$ cat config.mk
export PLATFORM = sky130hd
export DESIGN_NAME = cp2_chan_bridge_flat
export DESIGN_NICKNAME = d
export VERILOG_FILES = /design/src/rtl/cp2_chan_bridge_if.sv /design/src/rtl/cp2_chan_bridge.sv /design/src/flat_wrapper.sv
export SDC_FILE = /design/constraint.sdc
export NUM_CORES = 1
export LEC_CHECK = 0
export CAP_MARGIN = 20
export CORE_MARGIN = 10
export CORE_UTILIZATION = 40
export CTS_CLUSTER_DIAMETER = 150
export DETAILED_ROUTE_END_ITERATION = 7
export SLEW_MARGIN = 20
export SYNTH_ARGS = -nofsm -noshare
export SYNTH_HDL_FRONTEND = slang
export SYNTH_SLANG_ARGS = --single-unit
$ cat constraint.sdc
create_clock -name clk_i -period 8.4 [get_ports clk_i]
set_clock_uncertainty 0.15 [all_clocks]
set_input_delay 0.84 -clock clk_i [delete_from_list [all_inputs] [get_ports clk_i]]
set_output_delay 0.84 -clock clk_i [all_outputs]
set_load 0.01 [all_outputs]
$ cat src/rtl/cp2_chan_bridge_if.sv
// CPU-side cp2 strobe bus plus the per-channel coprocessor array signals.
// The master modport is the environment (CPU and coprocessors); the slave is the bridge.
interface cp2_chan_bridge_if #(
    parameter int unsigned DATA_W = 32,
    parameter int unsigned NUM_CH = 4,
    parameter int unsigned CODE_W = 4
);
    localparam int unsigned CH_W = (NUM_CH > 1) ? $clog2(NUM_CH) : 1;

    logic [CH_W-1:0]          cpu_ch;
    logic                     cpu_ts;
    logic                     cpu_fs;
    logic                     cpu_as;
    logic [DATA_W-1:0]        cpu_tdata;
    logic                     cpu_busy;
    logic                     cpu_fds;
    logic [DATA_W-1:0]        cpu_fdata;
    logic                     cpu_excs;
    logic [CH_W-1:0]          cpu_exc_ch;
    logic [CODE_W-1:0]        cpu_exccode;
    logic                     cpu_exc_ack;

    logic [NUM_CH-1:0]        cp_ts;
    logic [NUM_CH-1:0]        cp_fs;
    logic [NUM_CH-1:0]        cp_as;
    logic [NUM_CH*DATA_W-1:0] cp_tdata;
    logic [NUM_CH-1:0]        cp_tbusy;
    logic [NUM_CH-1:0]        cp_fbusy;
    logic [NUM_CH-1:0]        cp_abusy;
    logic [NUM_CH-1:0]        cp_fds;
    logic [NUM_CH*DATA_W-1:0] cp_fdata;
    logic [NUM_CH-1:0]        cp_excs;
    logic [NUM_CH*CODE_W-1:0] cp_exccode;

    modport master (
        output cpu_ch, cpu_ts, cpu_fs, cpu_as, cpu_tdata, cpu_exc_ack,
        input  cpu_busy, cpu_fds, cpu_fdata, cpu_excs, cpu_exc_ch, cpu_exccode,
        input  cp_ts, cp_fs, cp_as, cp_tdata,
        output cp_tbusy, cp_fbusy, cp_abusy, cp_fds, cp_fdata, cp_excs, cp_exccode
    );

    modport slave (
        input  cpu_ch, cpu_ts, cpu_fs, cpu_as, cpu_tdata, cpu_exc_ack,
        output cpu_busy, cpu_fds, cpu_fdata, cpu_excs, cpu_exc_ch, cpu_exccode,
        output cp_ts, cp_fs, cp_as, cp_tdata,
        input  cp_tbusy, cp_fbusy, cp_abusy, cp_fds, cp_fdata, cp_excs, cp_exccode
    );
endinterface

$ cat src/rtl/cp2_chan_bridge.sv
// Bridges the single CPU cp2 strobe bus onto NUM_CH coprocessor channels: per-channel
// to-FIFOs, one outstanding from-transfer with timeout, action sequencing, exception report.
module cp2_chan_bridge #(
    parameter int unsigned        DATA_W    = 32,
    parameter int unsigned        NUM_CH    = 4,
    parameter int unsigned        DEPTH     = 4,
    parameter int unsigned        CODE_W    = 4,
    parameter int unsigned        TO_CYCLES = 255,
    parameter logic [CODE_W-1:0]  TO_CODE   = CODE_W'(4'hF)
) (
    input  logic              clk_i,
    input  logic              rst_ni,
    cp2_chan_bridge_if.slave  bus
);
    localparam int unsigned CH_W  = (NUM_CH > 1) ? $clog2(NUM_CH) : 1;
    localparam int unsigned PTR_W = $clog2(DEPTH);
    localparam int unsigned CNT_W = PTR_W + 1;
    localparam int unsigned TO_W  = (TO_CYCLES > 1) ? $clog2(TO_CYCLES) : 1;

    typedef enum logic [1:0] {StIdle, StReq, StWait, StDone} fsm_e;

    logic [NUM_CH-1:0] fifo_empty;
    logic [NUM_CH-1:0] fifo_full;
    logic              fsm_busy;
    logic              cpu_busy;
    logic              ts_acc;
    logic              fs_acc;
    logic              as_acc;

    fsm_e              state_q, state_d;
    logic [CH_W-1:0]   fch_q, fch_d;
    logic [TO_W-1:0]   to_cnt_q, to_cnt_d;
    logic [DATA_W-1:0] fdata_q, fdata_d;
    logic              timeout;

    logic              act_pend_q, act_pend_d;
    logic [CH_W-1:0]   act_ch_q, act_ch_d;

    logic [NUM_CH-1:0] pend_q, pend_d;
    logic [CODE_W-1:0] code_q [NUM_CH];
    logic [CODE_W-1:0] code_d [NUM_CH];
    logic [CH_W-1:0]   rpt_ch;

    // Ordering: fs/as to a channel wait until its to-FIFO has drained.
    assign fsm_busy = (state_q == StReq) || (state_q == StWait);
    assign cpu_busy = (bus.cpu_ts & fifo_full[bus.cpu_ch])
                    | fsm_busy
                    | act_pend_q
                    | ((bus.cpu_fs | bus.cpu_as) & ~fifo_empty[bus.cpu_ch]);

    assign ts_acc = bus.cpu_ts & ~cpu_busy;
    assign fs_acc = bus.cpu_fs & ~cpu_busy;
    assign as_acc = bus.cpu_as & ~cpu_busy;

    assign bus.cpu_busy = cpu_busy;

    for (genvar g = 0; g < NUM_CH; g++) begin : g_fifo
        logic [DATA_W-1:0] mem_q [DEPTH];
        logic [PTR_W-1:0]  wptr_q;
        logic [PTR_W-1:0]  rptr_q;
        logic [CNT_W-1:0]  cnt_q, cnt_d;
        logic              push;
        logic              pop;

        assign fifo_empty[g] = (cnt_q == '0);
        assign fifo_full[g]  = (cnt_q == CNT_W'(DEPTH));
        assign push = ts_acc && (bus.cpu_ch == CH_W'(g)) && !fifo_full[g];
        assign pop  = !fifo_empty[g] && !bus.cp_tbusy[g];

        always_comb begin
            cnt_d = cnt_q;
            if (push && !pop) begin
                cnt_d = cnt_q + 1'b1;
            end else if (!push && pop) begin
                cnt_d = cnt_q - 1'b1;
            end
        end

        always_ff @(posedge clk_i or negedge rst_ni) begin
            if (!rst_ni) begin
                wptr_q <= '0;
                rptr_q <= '0;
                cnt_q  <= '0;
            end else begin
                if (push) wptr_q <= wptr_q + 1'b1;
                if (pop)  rptr_q <= rptr_q + 1'b1;
                cnt_q <= cnt_d;
            end
        end

        always_ff @(posedge clk_i) begin
            if (push) mem_q[wptr_q] <= bus.cpu_tdata;
        end

        // Head is masked while empty so stale storage never reaches the channel.
        assign bus.cp_ts[g] = !fifo_empty[g];
        assign bus.cp_tdata[g*DATA_W +: DATA_W] = fifo_empty[g] ? '0 : mem_q[rptr_q];
    end

    always_comb begin
        state_d  = state_q;
        fch_d    = fch_q;
        to_cnt_d = to_cnt_q;
        fdata_d  = fdata_q;
        timeout  = 1'b0;
        case (state_q)
            StIdle, StDone: begin
                if (fs_acc) begin
                    state_d = StReq;
                    fch_d   = bus.cpu_ch;
                end else begin
                    state_d = StIdle;
                end
            end
            StReq: begin
                if (!bus.cp_fbusy[fch_q]) begin
                    state_d  = StWait;
                    to_cnt_d = '0;
                end
            end
            StWait: begin
                if (bus.cp_fds[fch_q]) begin
                    fdata_d = bus.cp_fdata[fch_q*DATA_W +: DATA_W];
                    state_d = StDone;
                end else if ((TO_CYCLES != 0) && (to_cnt_q == TO_W'(TO_CYCLES - 1))) begin
                    timeout = 1'b1;
                    fdata_d = '0;
                    state_d = StDone;
                end else begin
                    to_cnt_d = to_cnt_q + 1'b1;
                end
            end
            default: state_d = StIdle;
        endcase
    end

    always_ff @(posedge clk_i or negedge rst_ni) begin
        if (!rst_ni) begin
            state_q  <= StIdle;
            fch_q    <= '0;
            to_cnt_q <= '0;
            fdata_q  <= '0;
        end else begin
            state_q  <= state_d;
            fch_q    <= fch_d;
            to_cnt_q <= to_cnt_d;
            fdata_q  <= fdata_d;
        end
    end

    assign bus.cp_fs     = (state_q == StReq) ? (NUM_CH'(1) << fch_q) : '0;
    assign bus.cpu_fds   = (state_q == StDone);
    assign bus.cpu_fdata = fdata_q;

    always_comb begin
        act_pend_d = act_pend_q;
        act_ch_d   = act_ch_q;
        if (act_pend_q && !bus.cp_abusy[act_ch_q]) begin
            act_pend_d = 1'b0;
        end
        if (as_acc) begin
            act_pend_d = 1'b1;
            act_ch_d   = bus.cpu_ch;
        end
    end

    always_ff @(posedge clk_i or negedge rst_ni) begin
        if (!rst_ni) begin
            act_pend_q <= 1'b0;
            act_ch_q   <= '0;
        end else begin
            act_pend_q <= act_pend_d;
            act_ch_q   <= act_ch_d;
        end
    end

    assign bus.cp_as = act_pend_q ? (NUM_CH'(1) << act_ch_q) : '0;

    always_comb begin
        rpt_ch = '0;
        for (int i = NUM_CH - 1; i >= 0; i--) begin
            if (pend_q[i]) rpt_ch = CH_W'(i);
        end
    end

    // Ack clears first so a same-cycle strobe on the reported channel re-arms it;
    // the internal timeout takes precedence over an external strobe on its channel.
    always_comb begin
        pend_d = pend_q;
        code_d = code_q;
        if (bus.cpu_exc_ack && (|pend_q)) begin
            pend_d[rpt_ch] = 1'b0;
        end
        for (int i = 0; i < NUM_CH; i++) begin
            if (!pend_d[i]) begin
                if (timeout && (fch_q == CH_W'(i))) begin
                    pend_d[i] = 1'b1;
                    code_d[i] = TO_CODE;
                end else if (bus.cp_excs[i]) begin
                    pend_d[i] = 1'b1;
                    code_d[i] = bus.cp_exccode[i*CODE_W +: CODE_W];
                end
            end
        end
    end

    always_ff @(posedge clk_i or negedge rst_ni) begin
        if (!rst_ni) begin
            pend_q <= '0;
            code_q <= '{default: '0};
        end else begin
            pend_q <= pend_d;
            code_q <= code_d;
        end
    end

    assign bus.cpu_excs    = |pend_q;
    assign bus.cpu_exc_ch  = rpt_ch;
    assign bus.cpu_exccode = (|pend_q) ? code_q[rpt_ch] : '0;

endmodule
$ cat src/flat_wrapper.sv
// flat-port wrapper written by rule: the top's interface ports become plain ports
module cp2_chan_bridge_flat 
#(
    parameter int unsigned        DATA_W    = 32,
    parameter int unsigned        NUM_CH    = 4,
    parameter int unsigned        DEPTH     = 4,
    parameter int unsigned        CODE_W    = 4,
    parameter int unsigned        TO_CYCLES = 255,
    parameter logic [CODE_W-1:0]  TO_CODE   = CODE_W'(4'hF)
)
  (clk_i, rst_ni, bus_cpu_ch, bus_cpu_ts, bus_cpu_fs, bus_cpu_as, bus_cpu_tdata, bus_cpu_exc_ack, bus_cpu_busy, bus_cpu_fds, bus_cpu_fdata, bus_cpu_excs, bus_cpu_exc_ch, bus_cpu_exccode, bus_cp_ts, bus_cp_fs, bus_cp_as, bus_cp_tdata, bus_cp_tbusy, bus_cp_fbusy, bus_cp_abusy, bus_cp_fds, bus_cp_fdata, bus_cp_excs, bus_cp_exccode);
  cp2_chan_bridge_if #(.DATA_W(DATA_W), .NUM_CH(NUM_CH), .CODE_W(CODE_W)) bus_i ();
  input  logic clk_i;
  input  logic rst_ni;
  input wire logic [$bits(bus_i.cpu_ch)-1:0] bus_cpu_ch;
  input wire logic [$bits(bus_i.cpu_ts)-1:0] bus_cpu_ts;
  input wire logic [$bits(bus_i.cpu_fs)-1:0] bus_cpu_fs;
  input wire logic [$bits(bus_i.cpu_as)-1:0] bus_cpu_as;
  input wire logic [$bits(bus_i.cpu_tdata)-1:0] bus_cpu_tdata;
  input wire logic [$bits(bus_i.cpu_exc_ack)-1:0] bus_cpu_exc_ack;
  output wire logic [$bits(bus_i.cpu_busy)-1:0] bus_cpu_busy;
  output wire logic [$bits(bus_i.cpu_fds)-1:0] bus_cpu_fds;
  output wire logic [$bits(bus_i.cpu_fdata)-1:0] bus_cpu_fdata;
  output wire logic [$bits(bus_i.cpu_excs)-1:0] bus_cpu_excs;
  output wire logic [$bits(bus_i.cpu_exc_ch)-1:0] bus_cpu_exc_ch;
  output wire logic [$bits(bus_i.cpu_exccode)-1:0] bus_cpu_exccode;
  output wire logic [$bits(bus_i.cp_ts)-1:0] bus_cp_ts;
  output wire logic [$bits(bus_i.cp_fs)-1:0] bus_cp_fs;
  output wire logic [$bits(bus_i.cp_as)-1:0] bus_cp_as;
  output wire logic [$bits(bus_i.cp_tdata)-1:0] bus_cp_tdata;
  input wire logic [$bits(bus_i.cp_tbusy)-1:0] bus_cp_tbusy;
  input wire logic [$bits(bus_i.cp_fbusy)-1:0] bus_cp_fbusy;
  input wire logic [$bits(bus_i.cp_abusy)-1:0] bus_cp_abusy;
  input wire logic [$bits(bus_i.cp_fds)-1:0] bus_cp_fds;
  input wire logic [$bits(bus_i.cp_fdata)-1:0] bus_cp_fdata;
  input wire logic [$bits(bus_i.cp_excs)-1:0] bus_cp_excs;
  input wire logic [$bits(bus_i.cp_exccode)-1:0] bus_cp_exccode;
  assign bus_i.cpu_ch = bus_cpu_ch;
  assign bus_i.cpu_ts = bus_cpu_ts;
  assign bus_i.cpu_fs = bus_cpu_fs;
  assign bus_i.cpu_as = bus_cpu_as;
  assign bus_i.cpu_tdata = bus_cpu_tdata;
  assign bus_i.cpu_exc_ack = bus_cpu_exc_ack;
  assign bus_cpu_busy = bus_i.cpu_busy;
  assign bus_cpu_fds = bus_i.cpu_fds;
  assign bus_cpu_fdata = bus_i.cpu_fdata;
  assign bus_cpu_excs = bus_i.cpu_excs;
  assign bus_cpu_exc_ch = bus_i.cpu_exc_ch;
  assign bus_cpu_exccode = bus_i.cpu_exccode;
  assign bus_cp_ts = bus_i.cp_ts;
  assign bus_cp_fs = bus_i.cp_fs;
  assign bus_cp_as = bus_i.cp_as;
  assign bus_cp_tdata = bus_i.cp_tdata;
  assign bus_i.cp_tbusy = bus_cp_tbusy;
  assign bus_i.cp_fbusy = bus_cp_fbusy;
  assign bus_i.cp_abusy = bus_cp_abusy;
  assign bus_i.cp_fds = bus_cp_fds;
  assign bus_i.cp_fdata = bus_cp_fdata;
  assign bus_i.cp_excs = bus_cp_excs;
  assign bus_i.cp_exccode = bus_cp_exccode;
  cp2_chan_bridge #(.DATA_W(DATA_W), .NUM_CH(NUM_CH), .DEPTH(DEPTH), .CODE_W(CODE_W), .TO_CYCLES(TO_CYCLES), .TO_CODE(TO_CODE)) u_core (.clk_i(clk_i), .rst_ni(rst_ni), .bus(bus_i));
endmodule
==> impl_metrics.env <==
export IMPL_drt_iter0_drc=1133
export IMPL_grt_max_degree=53
export IMPL_gate_count_after_technology_mapping=1334
export IMPL_port_buffer_count=384
export IMPL_layout_min_cycle_time_ps=4420
export IMPL_wl_met1_mm=30.8
export IMPL_ant_nets=0
export IMPL_critPathCaptureType="output port"
export IMPL_ys_seq_elements=607
export IMPL_drt_drc_violations_left=0
export IMPL_run_status="completed"
export IMPL_grt_pass1_vias=14500
export IMPL_detailroute_wirelength_met2_mm=33.3
export IMPL_setup_worst_path_start="bus_cpu_ch[1]"
export IMPL_max_cap_viol_count=0
export IMPL_dr_total_vias=13900
export IMPL_timing_final_max_slew_violations=0
export IMPL_die_area_um2=73500
export IMPL_cts_resized_gates=0
export IMPL_worst_r2r_setup_slack_ps=4890
export IMPL_netlist_cell_type_count=64
export IMPL_cts_root_buffer="clkbuf_16"
export IMPL_postSynthAreaPerCell_um2=18.9
export IMPL_wl_met3_mm=3.84
export IMPL_cts_post_setup_buffers_inserted=0
export IMPL_detailedRoute_firstPassIterationCount=5
export IMPL_drt_total_wl_mm=68.8
export IMPL_synth_enable_flop_cells=512
export IMPL_layout_worst_path_cycle_share_pct=52.7
export IMPL_power_density_nw_per_um2=332
export IMPL_antenna_cells=0
export IMPL_cts_tree="done"
export IMPL_worstSkewPairLatency_ps=600
export IMPL_cts_buffers=66
export IMPL_htreeDepth=3
export IMPL_crit_type="in -> out"
export IMPL_yosysWarnings=0
export IMPL_path_max_fanout=9
export IMPL_grt_pass1_wl_mm=101
export IMPL_timing_slew_headroom_pct=33.8
export IMPL_io_pins=385
export IMPL_clkTransAtPathRegs_ps=60
export IMPL_wl_per_cell_um=26.3
export IMPL_gp_routability_congestion=0.823
export IMPL_synth_fp_nets=1567
export IMPL_ir_worst_vdd_uv=188
export IMPL_core_area_um2=62700
export IMPL_mappedNetlistArea_um2=25200
export IMPL_drive_above_1_share_pct=17.5
export IMPL_n_fill_cell=5074
export IMPL_nets_final=1957
export IMPL_die_w_um=271
export IMPL_critPathLaunchType="input pin"
export IMPL_mostFrequentLayoutCells="512 x edfxtp_1, 383 x clkdlybuf4s50_1, 162 x mux4_2"
export IMPL_rsz0062_at_grt="false"
export IMPL_syn2layout_area_growth_pct=27.3
export IMPL_layout_cells_most_common="edfxtp_1"
export IMPL_holdBufCountCts=0
export IMPL_clock_path_buffers=3
export IMPL_post_dp_hpwl_mm=46.1
export IMPL_timing_fmax_mhz=226
export IMPL_via_to_cell_ratio=5.31
export IMPL_hp_class="in -> async"
export IMPL_dominantRegCellSynth="edfxtp_1"
export IMPL_cts_sinks=607
export IMPL_worst_endpoint_arrival_ps=3430
export IMPL_finish_stage_setup_viols=0
export IMPL_synth_async_sr_flop_share_pct=15.7
export IMPL_die_h_um=271
export IMPL_floorplan_initialDensity_pct=40.2
export IMPL_utilization_pct=51.2
export IMPL_number_of_antenna_violations_at_the_first_check_in_global_routing=5
export IMPL_yosysSeqAreaShare_pct=70.4
export IMPL_top_signal_layer_used="met5"
export IMPL_cell_leakage_power_nw=11.0
export IMPL_placementRows=92
export IMPL_finalHoldViolCount=0
export IMPL_global_route_overflow_total=0
export IMPL_max_slew_worst_pin_slew_ps=991
export IMPL_worst_ep_required_time_ps=7410
export IMPL_track_usage_pct=18.4
export IMPL_worstReg2RegStart="u_core.g_fifo[3].cnt_q[1]"
export IMPL_timing_setup_tns_ps=0
## metrics by stage
step           power (mW)  setup WS, ps  cells  cell area [um^2]  hold WS (ps)
3_3_place_gp         7.90          4090   2502             30000           307
4_1_cts              10.8          3950   2620             32100           109
5_1_grt              11.2          3840   2620             32100           133
3_5_place_dp         7.92          3990   2502             30000           314
6_report             10.7          3980   2620             32100           114
2_1_floorplan        5.91          5140   1334             25200           310
## critical path, cell delays in order
cell and delay (ps):
clkdlybuf4s50_1 720, o21ai_0 190, a211oi_2 800, nor2_1 120, o311ai_1 130, clkdlybuf4s50_1 640
## routing by layer
metal | vias up | global-route usage [%]
met4 | 4 | 3.52
met1 | 7373 | 25.7
li1 | 6081 | -
met5 | - | 0
met3 | 78 | 4.44
met2 | 364 | 29.4
## path summary, 6_finish.rpt
kind / to / cells after the start
max: bus_cpu_busy / 6
min: u_core.pend_q[0] / 1
max reg2reg: u_core.g_fifo[0].mem_q[2][25] / 5
min reg2reg: u_core.bus.cpu_fdata[18] / 1
max in group asynchronous: u_core.fch_q[0] / 2
min in group clk_i: u_core.bus.cpu_fdata[18] / 1
## synthesized netlist by cell type, types with 6 or more instances
master,count,area (um^2)
inv_1,32,120
xnor2_1,13,114
nand3_1,6,30.0
a32o_1,9,90.1
nor2b_1,132,826
and2_1,17,106
nor3_1,11,55.1
ha_1,25,313
dfrtp_1,95,2380
xor2_1,11,96.3
nand2_1,24,90.1
mux4_2,162,3650
buf_2,22,110
o22a_1,20,175
and3_1,26,163
nand2b_1,6,37.5
nor2_1,37,139
clkbuf_1,48,180
mux2_1,8,90.1
a21o_1,25,188
nor4_1,8,50.1
edfxtp_1,512,15400
## sequential cells by signal, summed over array words and instances, names as in the netlist
name,flops
u_core.g_fifo.mem_q,512
u_core.g_fifo.wptr_q,8
u_core.state_q,2
u_core.act_pend_q,1
u_core.bus.cpu_fdata,32
u_core.fch_q,2
u_core.pend_q,4
u_core.g_fifo.rptr_q,8
u_core.code_q,16
u_core.act_ch_q,2
u_core.g_fifo.cnt_q,12
u_core.to_cnt_q,8
## final cells by class
cell class	instances	area (um^2)	share of cell area (%)
flip-flops and latches	607	17800	55.3
well taps	846	1060	3.30
multi-input cells	621	7100	22.1
clock inverters	33	410	1.28
clock buffers	85	1740	5.43
inverters	32	120	0.374
repair buffers	396	3930	12.2
## kinds of logic (layout without fill, tap and decap cells)
family / count (synthesis) / in the layout / share of synthesized area [%]
flip-flops: 607 / 607 / 70.4
AND/OR/NAND/NOR: 298 / 298 / 7.30
multiplexers: 177 / 177 / 15.1
buffers and inverters: 106 / 546 / 1.70
AO/OA/AOI/OAI: 93 / 93 / 3.12
adder cells (fa/ha/maj): 29 / 29 / 1.56
XOR/XNOR: 24 / 24 / 0.833
## where the power goes
part | total [mW] | switching [mW] | internal, mW
Clock | 2.89 | 1.19 | 1.70
Combinational | 3.93 | 1.87 | 2.06
Sequential | 3.86 | 0.345 | 3.51
Total | 10.7 | 3.40 | 7.27
Note: power is estimated with default switching activity, not from simulation.
